**src/rtl/sequenciador_contexto.sv**
```systemverilog
// Context save/restore sequencer: moves the whole 32-word register bank to
// or from a data-memory frame one word per clock, holding the CPU while busy.
module sequenciador_contexto #(
  parameter int NREG   = 32,
  parameter int ADDR_W = 32
) (
  input  logic              clk,
  input  logic              reset,
  input  logic              inicio,
  input  logic              modo,
  input  logic [ADDR_W-1:0] base,
  output logic              ocupado,
  output logic              fim,
  output logic [4:0]        reg_rd_idx,
  input  logic [31:0]       reg_rd_dados,
  output logic              reg_wr_en,
  output logic [4:0]        reg_wr_idx,
  output logic [31:0]       reg_wr_dados,
  output logic [ADDR_W-1:0] mem_addr,
  output logic              mem_wr_en,
  output logic [31:0]       mem_wr_dados,
  input  logic [31:0]       mem_rd_dados
);

  typedef enum logic [1:0] {
    OCIOSO,
    SALVA,
    RESTAURA,
    FIM
  } state_t;

  localparam logic [5:0] K_LAST = 6'(NREG - 1);

  state_t            state, state_nxt;
  logic [5:0]        k, k_nxt;
  logic [ADDR_W-1:0] base_q, base_nxt;

  // State register, word counter and latched frame base.
  // NOTE: sequential state uses non-blocking assignments so every flop
  // samples the pre-edge values, independent of statement order.
  always_ff @(posedge clk or negedge reset) begin
    if (!reset) begin
      state  <= OCIOSO;
      k      <= '0;
      base_q <= '0;
    end else begin
      state  <= state_nxt;
      k      <= k_nxt;
      base_q <= base_nxt;
    end
  end

  // Next-state logic; the direction (modo) is captured by the state chosen
  // at the start edge, so later changes on modo/base cannot leak in.
  // NOTE: every variable gets a default first so no path leaves one
  // unassigned, which would otherwise infer a latch.
  always_comb begin
    state_nxt = state;
    k_nxt     = k;
    base_nxt  = base_q;
    unique case (state)
      OCIOSO: begin
        if (inicio) begin
          base_nxt  = base;
          k_nxt     = '0;
          state_nxt = modo ? RESTAURA : SALVA;
        end
      end
      SALVA, RESTAURA: begin
        if (k == K_LAST) state_nxt = FIM;
        else             k_nxt     = k + 6'd1;
      end
      FIM:     state_nxt = OCIOSO;
      default: state_nxt = OCIOSO;
    endcase
  end

  // Port drive per state; everything is zero outside the active states.
  // Restore runs a two-stage pipeline: cycle k issues the read of word k+1,
  // whose data arrives one cycle later and is written to register k+1.
  always_comb begin
    ocupado      = 1'b0;
    fim          = 1'b0;
    reg_rd_idx   = '0;
    reg_wr_en    = 1'b0;
    reg_wr_idx   = '0;
    reg_wr_dados = '0;
    mem_addr     = '0;
    mem_wr_en    = 1'b0;
    mem_wr_dados = '0;
    unique case (state)
      SALVA: begin
        ocupado      = 1'b1;
        reg_rd_idx   = k[4:0];
        mem_addr     = base_q + ADDR_W'(k);
        mem_wr_en    = 1'b1;
        mem_wr_dados = reg_rd_dados;
      end
      RESTAURA: begin
        ocupado = 1'b1;
        if (k != K_LAST) mem_addr = base_q + ADDR_W'(k) + ADDR_W'(1);
        // r0 is never loaded: word 0 of the frame is not read back.
        if (k != 6'd0) begin
          reg_wr_en    = 1'b1;
          reg_wr_idx   = k[4:0];
          reg_wr_dados = mem_rd_dados;
        end
      end
      FIM: begin
        ocupado = 1'b1;
        fim     = 1'b1;
      end
      default: ;
    endcase
  end

endmodule

```
**config.mk**
```make
export PLATFORM = sky130hd
export DESIGN_NAME = sequenciador_contexto
export DESIGN_NICKNAME = d
export VERILOG_FILES = /design/src/rtl/sequenciador_contexto.sv
export SDC_FILE = /design/constraint.sdc
export NUM_CORES = 1
export LEC_CHECK = 0
export ABC_AREA = 1
export BUFFER_PORTS_ARGS = -buffer_cell sky130_fd_sc_hd__buf_2
export CAP_MARGIN = 15
export CORE_UTILIZATION = 45
export CTS_CLUSTER_DIAMETER = 30
export DETAILED_ROUTE_END_ITERATION = 10
export PLACE_DENSITY = 0.79
export SLEW_MARGIN = 30
export SYNTH_ARGS = -nofsm -noshare
export SYNTH_HDL_FRONTEND = slang
export SYNTH_SLANG_ARGS = --single-unit
```
**constraint.sdc**
```tcl
create_clock -name clk -period 3.8 [get_ports clk]
set_input_delay 0 -clock clk [delete_from_list [all_inputs] [get_ports clk]]
set_output_delay 0 -clock clk [all_outputs]
set_load 0.01 [all_outputs]
```
# Word-level counts from Yosys, hierarchy flattened
# Cells that the tools add are included.
word_totals:
  register_bits: 40
  inputBits: 100
  output_inout_bits: 110
  elab_cells: 42
op_classes:
  add_sub_neg: 3
  eq_ne: 8
  mux: 20
  n_reduce_logical: 8
op_table:
  columns: ["cell", "count"]
  rows:
  - ["2-to-1 mux 32 bit", 4]
  - ["case mux 32 bit (2 select lines)", 1]
  - ["adder 32 x 1 -> 32 bit (second input constant)", 1]
  - ["adder 32 x 6 -> 32 bit", 1]
  - ["2-to-1 mux 5 bit", 3]
  - ["2-to-1 mux 6 bit", 2]
  - ["case mux 6 bit (2 select lines)", 1]
  - ["adder 6 x 1 -> 6 bit (second input constant)", 1]
  - ["equality test 6 x 5 -> 1 bit (second input constant)", 1]
  - ["2-to-1 mux 2 bit", 3]
  - ["inequality test 2 bit (second input constant)", 3]
  - ["inequality test 6 x 5 -> 1 bit (second input constant)", 1]
  - ["case mux 2 bit (3 select lines)", 1]
  - ["nonzero test 6 bit", 1]
  - ["2-to-1 mux 1 bit", 5]
  - ["equality test 2 bit (second input constant)", 2]
  - ["AND reduction 2 bit", 2]
  - ["AND reduction 3 bit", 1]
  - ["OR reduction 3 bit", 1]
  - ["equality test 2 x 1 -> 1 bit (second input constant)", 1]
  - ["logical NOT 2 bit", 1]
  - ["nonzero test 2 bit", 1]
  - ["OR reduction 2 bit", 1]

# Logic depth before layout (Yosys ltp)
depth:
  ltp_word: 4
  depth_mapped: 19
  ltp_nobuf: 19

# Least setup slack after synthesis
# OpenSTA, ideal clock, no wires.
synth_timing:
  path_type: "register -> output"
  from: "register k[0]"
  to: "output port mem_addr[24]"
  arrival_time_ns: 2.742
  t_required_ns: 3.800
  setup_slack_ns: 1.058
  stages_incl_launch_ff: 18
  n_path_buf: 0
  cell_sequence: "dfrtp_1 ha_1 fa_1 ha_1 inv_1 nor2_1 nand2_1 nor2_1 nand3_4 nor2_4 nand2_2 nor2_2 nand2_2 nor2_2 nand2_1 nand2_1 nand2_1 a21oi_2"
synth_via:
  elab_chain_cells: 4
  elab_cells_between_ends: 5
  cone_classes: "2 x add/sub; 1 x eq/ne; 2 x mux"
synth_rtl:
  columns: ["item", "line_no", "text"]
  rows:
  - ["start, declared", "35", "logic [5:0] k, k_nxt;"]
  - ["start signal, assigned", "48", "k <= k_nxt;"]
  - ["adder 32 x 6 -> 32 bit", "95, 101", null]
  - ["adder 32 x 1 -> 32 bit", "101", "if (k != K_LAST) mem_addr = base_q + ADDR_W'(k) + ADDR_W'(1);"]
  - ["2-to-1 mux 32 bit", "101", null]
  - ["case mux 32 bit (2 select lines) *", "91", "unique case (state)"]
  - ["end, declared", "19", "output logic [ADDR_W-1:0] mem_addr,"]
# Mark *: on every way between the ends. The rest lies on a longest branch, timed or not.

# Worst setup path in the final report
# Same ends and word-level chain as after synthesis.

==> summary.md <==
| Metric | Value |
|---|---|
| 1st-iter DRT viols | `a little under 400` |
| CP Max Fanout | `5` |
| Post-Syn Instances | `~900` |
| Avg Synthesized Cell Area | `5.59 sq um` |
| Area growth syn-to-layout | `31.6%` |
| Most common cell after layout, fill and taps aside | `nand2_1` |
| Depth of the CTS H-tree | `2` |
| Setup WS pre-CTS | `~0.72 ns` |
| Root Driver | `clkbuf_8` |
| Placer Congestion | `0.958` |
| Die height | `approximately 110 um` |
| Layout cells sized above 1 | `24.8%` |
| CP Launch Type | `flip-flop` |
| Rel. slew slack | `between 30% and 40%` |
| Nets@finish | `1250` |
| Post-synth ARST share | `100%` |
| Worst EP arrival | `around 3.4 ns` |
| Setup_tns | `0 ns` |
| Setup WS post-layout | `approximately 0.37 ns` |
| Peak VDD IR | `0.345 mV` |
| ANT nets after route | `0` |
| Synth top area share | `20.7%` |
| Clk buf depth | `2` |
| Critical path's slowest cell | `fa_1` |
| Lkg Pwr | `4.06 nW` |
| Fin. Hold Viols | `0` |
| PortBufs | `between 200 and 250` |
| Post-Syn Nets | `approximately 1.0k` |
| CP required | `about 3.8 ns` |
| #FFs+latches synth | `40` |
| Sequential Area | `about 1000 sq um` |
| Final worst-path cycle share | `around nine tenths` |
| WS Path Type | `reg -> out` |
| CP Capture Type | `output port` |
| Logic pwr share | `77.1%` |
| Crit path buffers/inverters | `2` |
| MaxCap Viol Count | `0` |
| Starting density of the core | `between 40 and 50%` |
| Top delay family on crit path | `simple AND/OR/NAND/NOR gates` |
| Fmax | `between 200 and 300 MHz` |
| Total Wirelength | `16600 um` |
| Final Skew | `~0.0084 ns` |
| Mapped Area | `5040 sq um` |
| Multi-input gate area in the final layout | `approximately 3300 sq um` |
| Initial antenna violation count | `0` |
| Yosys Warn Count | `0` |
| Core ar. | `10900 sq um` |
| Most frequent cells in the layout | `277 x nand2_1, 208 x buf_2, 161 x inv_1, 133 x nor2_1, 63 x nand3_1` |
| Clock share of power | `under 10%` |
| Share of power burned in registers | `16.9%` |
| Vias in the first global route | `5395` |
| Least-Margin Pin Slew | `between 0.9 and 1 ns` |
| Dpl hpwl | `roughly 13000 um` |
| Routed vias/inst | `slightly below 5` |
| Net Sw Frac | `between 50 and 60%` |
| Hold crit path type | `in -> reg` |
| Critical path cell sequence | `ha_1 > fa_1 > ha_1 > inv_1 > nor2_1 > nand2_1 > nor2_1 > nand3_4 > nor2_4 > nand2_2 > nor2_2 > nand2_2 > nor2_2 > nand2_1 > nand2_1 > nand2_1 > a21oi_2 > buf_2` |
| Seq/Total Area, Yosys | `19.9%` |
| Tmin final | `approximately 3.4 ns` |
| Largest cells by area after synthesis | `nand2_1 21%, dfrtp_1 20%, inv_1 12%, nor2_1 9.9%, nand3_1 6.3%` |
| Synth cell types | `between 40 and 50` |
| Post-synth EDFFs | `0` |
| Power Dens Cells | `~790 nW/um^2` |
| # IOs | `210` |
| Num CTS Buffers | `5` |
| Clock Latency Late Sink | `roughly 0.31 ns` |
| Int Power | `between 0.002 and 0.0025 W` |
| Total clock sinks | `40` |
| Critical path's most frequent cell | `nand2_1` |
| Die area | `about 12000 sq um` |
| FF-to-FF setup slack | `1.30 ns` |
| Total GRT Usage | `between 20 and 30%` |
| Drt wl/cell | `approximately 13 um` |
| Cell taking the most area after synthesis | `nand2_1` |
| Slew Limit Fails | `0` |
| RSZ-0062 raised after global routing | `false` |
| Pin count of the biggest net entering global routing | `between 40 and 50` |
| Global-route wire length before repair | `25600 um` |
| Switching power of the nets | `between 0.003 and 0.004 W` |
| ANT cells | `0` |
| TritonCTS clock tree | `done` |
| Final setup violation count | `0` |
| Vias post-DR | `between 6k and 7k` |
| Status | `finished, final reports clean` |
| Clock slew at reported path FFs | `around 0.08 ns` |
| Die width | `108 um` |
| Crit-path max cell delay | `around 0.56 ns` |
| PostCTS Resize Cnt | `0` |
| FP Rows | `38` |
| Initial DRT Pass Iterations | `5` |
| Hold_ws | `0.132 ns` |
| Top_reg_cell synth | `dfrtp_1` |
| Fillcell total | `about 1.1k` |
| Total global routing overflow | `0` |
| DRC | `0` |
## final timing paths
path / start / endpoint / depth (start not counted)
min in group asynchronous: reset / base_q[25]$_DFFE_PN0P_ / 2
worst max-delay path: k[0]$_DFFE_PN0P_ / mem_addr[24] / 18
max in group asynchronous: reset / base_q[1]$_DFFE_PN0P_ / 2
worst min-delay path: inicio / k[3]$_DFFE_PN0P_ / 4
worst max register to register: state[1]$_DFFE_PN0P_ / k[5]$_DFFE_PN0P_ / 10
worst min register to register: base_q[5]$_DFFE_PN0P_ / base_q[5]$_DFFE_PN0P_ / 1
## metrics by stage
| stage | instance area, sq um | power, W | instances | util [%] |
|---|---|---|---|---|
| after floorplan | 5040 | 0.00365 | 901 | - |
| after global placement | 6190 | 0.00482 | 1234 | 56.8 |
| after detailed placement | 6190 | 0.00486 | 1234 | 56.9 |
| after CTS | 6630 | 0.00521 | 1276 | 60.9 |
| after global routing | 6630 | 0.00580 | 1276 | 60.9 |
| final | 6630 | 0.00524 | 1276 | 60.9 |
## cell type report
type | count | share of cell area (%)
inverters | 165 | 9.36
clock buffers | 6 | 1.25
multi-input cells | 675 | 49.9
repair buffers | 248 | 21.5
flip-flops and latches | 40 | 15.1
well taps | 140 | 2.64
clock inverters | 2 | 0.226
## worst min-delay path: stages
cell,delay (ns)
buf_2,0.12
inv_1,0.07
nor2_1,0.13
nor3b_1,0.07
## cells in the mapped netlist, types with 2 or more instances
cell type and instances:
a211oi_1 2, a21oi_1 50, a221oi_1 5, a22oi_1 2, a31oi_1 2, clkbuf_1 17
clkbuf_8 3, dfrtp_1 40, ha_1 14, inv_1 161, inv_2 2, mux2_2 12
nand2_1 278, nand2_2 17, nand3_1 63, nand3_2 7, nand3b_1 8, nand4_1 14
nor2_1 133, nor2_2 9, nor2_4 4, nor3_1 9, nor3b_1 2, o211a_1 2
o21ai_0 25, o22ai_1 4
## cells by family (layout without fill, tap and decap cells)
logic type | count (synthesis) | count (layout) | synth area share, %
AND/OR/NAND/NOR | 549 | 549 | 47.5
adder cells (fa/ha/maj) | 15 | 15 | 3.87
XOR/XNOR | 2 | 2 | 0.720
AO/OA/AOI/OAI | 97 | 97 | 10.8
multiplexers | 12 | 12 | 2.68
buffers and inverters | 186 | 421 | 14.5
flip-flops | 40 | 40 | 19.9
## power by group through the flow
| stage | logic, W | registers (W) | clock network (W) |
|---|---|---|---|
| after floorplan | 0.00285 | 0.000795 | 0 |
| after global placement | 0.00394 | 0.000879 | 0 |
| after detailed placement | 0.00397 | 0.000884 | 0 |
| after CTS | 0.00401 | 0.000875 | 0.000317 |
| after global routing | 0.00455 | 0.000911 | 0.000334 |
| final | 0.00404 | 0.000885 | 0.000313 |
## state kept, by name, indices dropped and copies added, names as in the netlist
register / cells
k: 6
base_q: 32
state: 2
## timing repair
item / in CTS / in global routing
hold buffers: 34 / 0
buffers inserted: 0 / 0
hold endpoints to repair: 73 / 0
## layer usage
| metal | GRT usage (%) | vias up | share of wire [%] |
|---|---|---|---|
| met3 | 2.85 | 10 | 6.4 |
| met1 | 38.1 | 2818 | 45 |
| met5 | 0 | - | 0 |
| li1 | - | 3278 | - |
| met2 | 47.5 | 229 | 47 |
| met4 | 4.60 | 0 | 0.63 |
Note: power is estimated with default switching activity, not from simulation.
